<file path="src/rtl/serial_adder.sv">
// Bit-serial WIDTH-bit adder: one full-adder cell plus carry flip-flop, LSB first.
// Optional subtraction (a-b) is enabled by defining SERIAL_SUB_EN.
module serial_adder #(
   parameter int WIDTH = 8
) (
   input  logic             clk,
   input  logic             rst,
   input  logic             start,
   input  logic [WIDTH-1:0] a,
   input  logic [WIDTH-1:0] b,
   input  logic             cin,
`ifdef SERIAL_SUB_EN
   input  logic             sub,
`endif
   output logic             busy,
   output logic             done,
   output logic [WIDTH-1:0] s,
   output logic             co
);

   localparam int CNT_W = $clog2(WIDTH);
   localparam logic [CNT_W-1:0] CNT_ZERO = CNT_W'(0);
   localparam logic [CNT_W-1:0] CNT_ONE  = CNT_W'(1);
   localparam logic [CNT_W-1:0] CNT_LAST = CNT_W'(WIDTH - 1);

   localparam logic [1:0] ST_IDLE  = 2'd0;
   localparam logic [1:0] ST_SHIFT = 2'd1;
   localparam logic [1:0] ST_DONE  = 2'd2;

   // Returns {carry_out, sum} of a single full-adder cell.
   function automatic logic [1:0] full_add(input logic x, input logic y, input logic c);
      full_add = {(x & y) | (y & c) | (c & x), x ^ y ^ c};
   endfunction

   logic [1:0]       state_r;
   logic [WIDTH-1:0] a_r;
   logic [WIDTH-1:0] b_r;
   logic [WIDTH-2:0] res_r;
   logic             carry_r;
   logic [CNT_W-1:0] cnt_r;
   logic             busy_r;
   logic             done_r;
   logic [WIDTH-1:0] s_r;
   logic             co_r;

   logic [1:0]       fa_s;
   logic [WIDTH-1:0] res_cat_s;
   logic [WIDTH-1:0] b_load_s;
   logic             c_load_s;

   // Full-adder stage on the current operand LSBs; res_cat_s is the result after this bit.
   always_comb begin
      fa_s      = full_add(a_r[0], b_r[0], carry_r);
      res_cat_s = {fa_s[0], res_r};
   end

   // Operand B and carry-in values loaded when a new operation is accepted.
`ifdef SERIAL_SUB_EN
   always_comb begin
      if (sub) begin
         b_load_s = ~b;
         c_load_s = 1'b1;
      end else begin
         b_load_s = b;
         c_load_s = cin;
      end
   end
`else
   always_comb begin
      b_load_s = b;
      c_load_s = cin;
   end
`endif

   // Control FSM and serial datapath.
   always_ff @(posedge clk) begin
      if (rst) begin
         state_r <= ST_IDLE;
         a_r     <= {WIDTH{1'b0}};
         b_r     <= {WIDTH{1'b0}};
         res_r   <= {(WIDTH-1){1'b0}};
         carry_r <= 1'b0;
         cnt_r   <= CNT_ZERO;
         busy_r  <= 1'b0;
         done_r  <= 1'b0;
         s_r     <= {WIDTH{1'b0}};
         co_r    <= 1'b0;
      end else begin
         case (state_r)
            ST_IDLE, ST_DONE: begin
               done_r <= 1'b0;
               if (start) begin
                  a_r     <= a;
                  b_r     <= b_load_s;
                  carry_r <= c_load_s;
                  cnt_r   <= CNT_ZERO;
                  busy_r  <= 1'b1;
                  state_r <= ST_SHIFT;
               end else begin
                  busy_r  <= 1'b0;
                  state_r <= ST_IDLE;
               end
            end
            ST_SHIFT: begin
               res_r   <= res_cat_s[WIDTH-1:1];
               a_r     <= a_r >> 1;
               b_r     <= b_r >> 1;
               carry_r <= fa_s[1];
               cnt_r   <= cnt_r + CNT_ONE;
               if (cnt_r == CNT_LAST) begin
                  s_r     <= res_cat_s;
                  co_r    <= fa_s[1];
                  busy_r  <= 1'b0;
                  done_r  <= 1'b1;
                  state_r <= ST_DONE;
               end else begin
                  busy_r  <= 1'b1;
                  done_r  <= 1'b0;
                  state_r <= ST_SHIFT;
               end
            end
            default: begin
               busy_r  <= 1'b0;
               done_r  <= 1'b0;
               state_r <= ST_IDLE;
            end
         endcase
      end
   end

   assign busy = busy_r;
   assign done = done_r;
   assign s    = s_r;
   assign co   = co_r;

endmodule

</file>
<file path="config.mk">
export PLATFORM = sky130hd
export DESIGN_NAME = serial_adder
export DESIGN_NICKNAME = d
export VERILOG_FILES = /design/src/rtl/serial_adder.sv
export SDC_FILE = /design/constraint.sdc
export NUM_CORES = 1
export LEC_CHECK = 0
export CAP_MARGIN = 20
export CORE_UTILIZATION = 50
export CTS_BUF_LIST = sky130_fd_sc_hd__clkbuf_4 sky130_fd_sc_hd__clkbuf_8
export DETAILED_ROUTE_END_ITERATION = 12
export PLACE_DENSITY = 0.84
export SETUP_SLACK_MARGIN = 0.05
export SYNTH_ARGS = -nofsm -noshare
export SYNTH_HDL_FRONTEND = slang
export SYNTH_SLANG_ARGS = --single-unit
</file>
<file path="constraint.sdc">
create_clock -name clk -period 2.3 [get_ports clk]
set_clock_uncertainty 0.05 [all_clocks]
set_input_delay 0.23 -clock clk [delete_from_list [all_inputs] [get_ports clk]]
set_output_delay 0.23 -clock clk [all_outputs]
set_load 0.005 [all_outputs]
</file>
* Word-level counts from Yosys, hierarchy flattened
Cells that the tools add are included.
** Storage, ports and cells
- Flip-flop bits (word level) :: 40
- Input bits :: 20
- Output and inout bits :: 11
- Word-level logic and storage cells :: 44
** Operators by class
- Add/subtract/negate cells :: 1
- Eq/ne operators :: 4
- Muxes and demuxes :: 15
- Bitwise operators :: 8
- Reduce and logical (&&, ||, !) cells :: 6
** Operator list (count)
- $pmux W8 S2 :: 2
- $mux W8 :: 2
- $pmux W3 S2 :: 1
- $mux W1 :: 5
- $pmux W1 S2 :: 2
- $pmux W2 S2 :: 1
- $reduce_and A2 Y1 :: 2
- $reduce_or A2 Y1 :: 2
- $add A3 B1 Y3 const B :: 1
- $and A1 B1 Y1 :: 3
- $eq A3 B3 Y1 const B :: 1
- $mux W3 :: 1
- $eq A2 B1 Y1 const B :: 1
- $eq A2 B2 Y1 const B :: 1
- $logic_not A2 Y1 :: 1
- $mux W2 :: 1
- $ne A2 B2 Y1 const B :: 1
- $or A1 B1 Y1 :: 2
- $reduce_bool A2 Y1 :: 1
- $xor A1 B1 Y1 :: 2
- $not A1 Y1 :: 1

* Longest topological paths before layout
- Depth after elaboration :: 4
- Mapped depth :: 6
- Depth with buffers taken out :: 5

* Least setup slack after synthesis
No wires, ideal clock.
- Path type :: flip-flop to flip-flop
- Start point :: reg cnt_r[0]
- End point :: reg s_r[1] (netlist: s[1])
- Library setup time :: 0.071 ns
- Arrival time :: 1.242 ns
- Data required time :: 2.179 ns
- Setup slack :: 0.936 ns
- Cell stages (with the launch flop) :: 7
- Path buffers :: 1
- Clock period less this slack :: 1.364 ns
- Cell sequence :: dfxtp_1 ha_1 ha_1 nand3b_1 clkbuf_1 nand2_1 a21oi_2
** On the way
- Longest elaborated chain between the ends :: 2
** RTL lines
- start: declaration :: RTL line 40 : logic [CNT_W-1:0] cnt_r;
- start signal: assignment :: RTL line 109 : cnt_r <= cnt_r + CNT_ONE;
- $eq A3 B3 Y1 :: RTL line 110 : if (cnt_r == CNT_LAST) begin
- $reduce_and A2 Y1 (no line)
- end signal: assignment :: RTL line 86 : s_r <= {WIDTH{1'b0}};
- end signal: assignment :: RTL line 111 : s_r <= res_cat_s;
- end: declaration :: RTL line 43 : logic [WIDTH-1:0] s_r;
No other way between the ends.
A chain may end at the register's enable or synchronous reset.

* Final worst setup path
- Start point :: reg state_r[0]
- End point :: reg a_r[5]
** On the way
- Longest elaborated chain between the ends :: 4
- Elaborated cells between the ends (all ways) :: 8
- Those cells by class :: eq/ne: 3; mux: 1; reduce/logical: 4
** RTL lines
- start: declaration :: RTL line 35 : logic [1:0] state_r;
- start signal: assignment :: RTL line 78 : state_r <= ST_IDLE;
- start signal: assignment :: RTL line 98 : state_r <= ST_SHIFT;
- start signal: assignment :: RTL line 101 : state_r <= ST_IDLE;
- $eq A2 B2 Y1 / $logic_not A2 Y1 (equally long branches) :: RTL line 89 : case (state_r)
- $reduce_or A2 Y1 :: RTL line 89
- $ne A2 B2 Y1 (no line) / $reduce_bool A2 Y1 (equally long branches)
- $reduce_and A2 Y1 (no line)
- end signal: assignment :: RTL line 79 : a_r <= {WIDTH{1'b0}};
- end signal: assignment :: RTL line 106 : a_r <= a_r >> 1;
- end: declaration :: RTL line 36 : logic [WIDTH-1:0] a_r;
Parallel ways exist; a longest one is shown, timed or not.

==> metrics <==
R2R Setup Slk=600 ps; vias in the first global route=1242; fraction of layout cells with a size suffix above 1=26.00%; area grow syn2layout=17.06%; relative slew slack=33.07%; initial drt markers=53; CTS Sinks=39; # setup viols final=0; Seq cells post-synth=39; Highest Clock Rate=588.6 MHz; Post-synth EDFFs=0; total congestion overflow=0; via/cell ratio=5.426; r2r endpoint=a_r[5]$_SDFFE_PP0P_; nets=222; Seq/Total Area, Yosys=45.12%; maximum vdd drop=460.9 uV; fin. max-slew vios=0; Core Region=0.003178 mm2; Worst R2R Path Depth=3; Slowest Stage Delay on Critical Path=550 ps; TritonCTS clock tree=built; Routed WL per cell=13.57 um; # diodes=0; Final Non-Filler Cells=244; die width=60.83 um; Final Cycle Share=73.86%; DR pass1 iterations=4; Worst Setup Slack, final=601.1 ps; total track usage=20.42%; CP startpoint kind=flop; Final min period=1699 ps; mapped cell area=0.001730 mm2; CTS Hold Buffers Added=0; WL final=3312 um; routed vias=1324; Avg Inst Size Synth=9.832 um2; Most used DFF post-synth=dfxtp_1; status=complete, no violations; initial antenna violation count=0; RSZ-0062 raised after global routing=false; die span in y=60.83 um; first-pass GRT wire length=5499 um; end of the critical path=a_r[5]$_SDFFE_PP0P_; Worst Setup SP=state_r[0]$_SDFF_PP0_; Routed Antenna Nets=0; syn_nets=199; Worst Path Arrival=1850 ps; Synth Instances=176; Rows=20; Post-Place Cells=236; CTS Buffer Depth=2; final hold viol count=0; CTS clock-pin slew for the worst setup and hold paths=120 ps; full die area=0.003700 mm2; critical path type=reg -> reg; Worst R2R Start=state_r[0]$_SDFF_PP0_; Cell variety after synth=22; max cap viols=0; Worst setup EP type=flop; Yosys top cell area share=45.12%; CP Data Required Time=2450 ps; crit-path max FO=28; CTS root buf=clkbuf_4; post-CTS setup repair buffer count=0; critical path's slowest cell=nand2b_1; Pwr per Cell Area=637.7 mW/mm2; pin count of the biggest net entering global routing=40; Power Total=1.292 mW; # IOs=31; Min-Delay Path Class=in -> reg; Initial Utilization=54.45%; FFs w/ async S/R, synth=0%; CTS resizes=0; Skew-Pair Late Insertion Delay=340 ps; Port Buffers=30; largest cells by area after synthesis=dfxtp_1 (45%), nor3_2 (14%), nand2_1 (5.9%); H-tree levels=2; post-DP HPWL=2133 um; routability cong.=0.7384; Leakage=0.6681 nW; ordered cell list for the critical path=nand2b_1, o22ai_1, nor3_2; Least-Margin Pin Slew=1004 ps; post-synth top area cell=dfxtp_1; Remaining DRCs=0; Synth Warn #=0; CTS buffer count=5; dpl ws=543.1 ps; setup TNS=0 ps
==> worst min path at each step <==
| stage | startpoint | endpoint | slack [ps] | depth (start not counted) |
|---|---|---|---|---|
| final | b[7] | b_r[7]$_SDFFE_PP0P_ | 380 | 3 |
| after CTS | b[7] | b_r[7]$_SDFFE_PP0P_ | 370 | 3 |
| after global routing | b[7] | b_r[7]$_SDFFE_PP0P_ | 410 | 3 |
| after global placement | res_r[0]$_SDFFE_PP0N_ | s[0]$_SDFFE_PP0P_ | 390 | 2 |
| after floorplan | a[7] | a_r[7]$_SDFFE_PP0P_ | 320 | 2 |
| after detailed placement | s[7]$_SDFFE_PP0P_ | s[7]$_SDFFE_PP0P_ | 400 | 2 |
==> state kept, by name, indices dropped and copies added, names as in the netlist <==
signal and cells:
a_r 8, cnt_r 3, s 8, co 1, b_r 8, state_r 2
carry_r 1, res_r 7, done 1
==> critical path: cells and delay by family (launching register included) <==
family | cells | cell delay (ps)
AND/OR/NAND/NOR | 2 | 630
flip-flops | 1 | 420
AO/OA/AOI/OAI | 1 | 460
==> synth_stat cells, types with 2 or more instances <==
| cell | count |
|---|---|
| nand2_1 | 27 |
| dfxtp_1 | 39 |
| a21oi_2 | 8 |
| ha_1 | 2 |
| clkbuf_1 | 3 |
| buf_6 | 5 |
| nand3_2 | 8 |
| nor3_2 | 24 |
| o22ai_1 | 15 |
| nand3_1 | 6 |
| buf_2 | 3 |
| nor3_1 | 6 |
| nand2b_1 | 3 |
| nor2_1 | 3 |
| a21oi_1 | 13 |
| buf_4 | 5 |
==> power breakdown <==
part           switching [mW]  internal, mW  total [mW]
Sequential             0.0279         0.711       0.739
Clock                   0.219         0.130       0.349
Combinational           0.111        0.0929       0.204
==> metrics by stage <==
stage | util [%] | instance area [um2] | hold WS, ps
2_1_floorplan | - | 1730 | 316.0
3_3_place_gp | 61.93 | 1968 | 393.4
3_5_place_dp | 61.93 | 1968 | 403.2
4_1_cts | 63.74 | 2026 | 371.6
5_1_grt | 63.74 | 2026 | 409.6
6_report | 63.74 | 2026 | 379.6
==> metal layers <==
layer	track usage [%]	share of wire, %	vias up
li1	-	-	661
met1	24.14	46	631
met2	35.64	49	27
met3	4.478	3.7	5
met4	8.766	1.7	0
met5	0	0	-
==> cells by family after synthesis <==
| logic type | count (synthesis) | share of synthesized area [%] |
|---|---|---|
| compound gates | 37 | 13.67 |
| simple gates | 80 | 30.80 |
| fa+ha+maj | 3 | 2.603 |
| flops | 39 | 45.12 |
| buf+inv | 17 | 7.809 |
==> final cells by class <==
type	count	area [um2]
clock buffers	6	45.04
clock inverters	2	12.51
fillers	263	1152
multi-input cells	120	814.5
flip-flops and latches	39	780.7
well taps	44	55.05
repair buffers	33	317.8
==> cells in the final DEF (no fill, tap or decap) <==
cell type,synthesis,final
nor3_2,24,24
nand3b_1,1,1
nand2_1,27,27
a21oi_2,8,8
ha_1,2,2
dfxtp_1,39,39
nand2b_1,3,3
nand3_2,8,8
clkdlybuf4s50_1,0,29
and2b_1,1,1
clkbuf_4,0,6
a21oi_1,13,13
clkinvlp_4,0,1
o22ai_1,15,15
buf_4,5,3
o21a_1,1,1
fa_1,1,1
buf_2,3,1
nor2_1,3,3
clkinv_2,0,1
nor3_1,6,6
nor2b_1,1,1
nand3_1,6,6
Note: power is estimated with default switching activity, not from simulation.
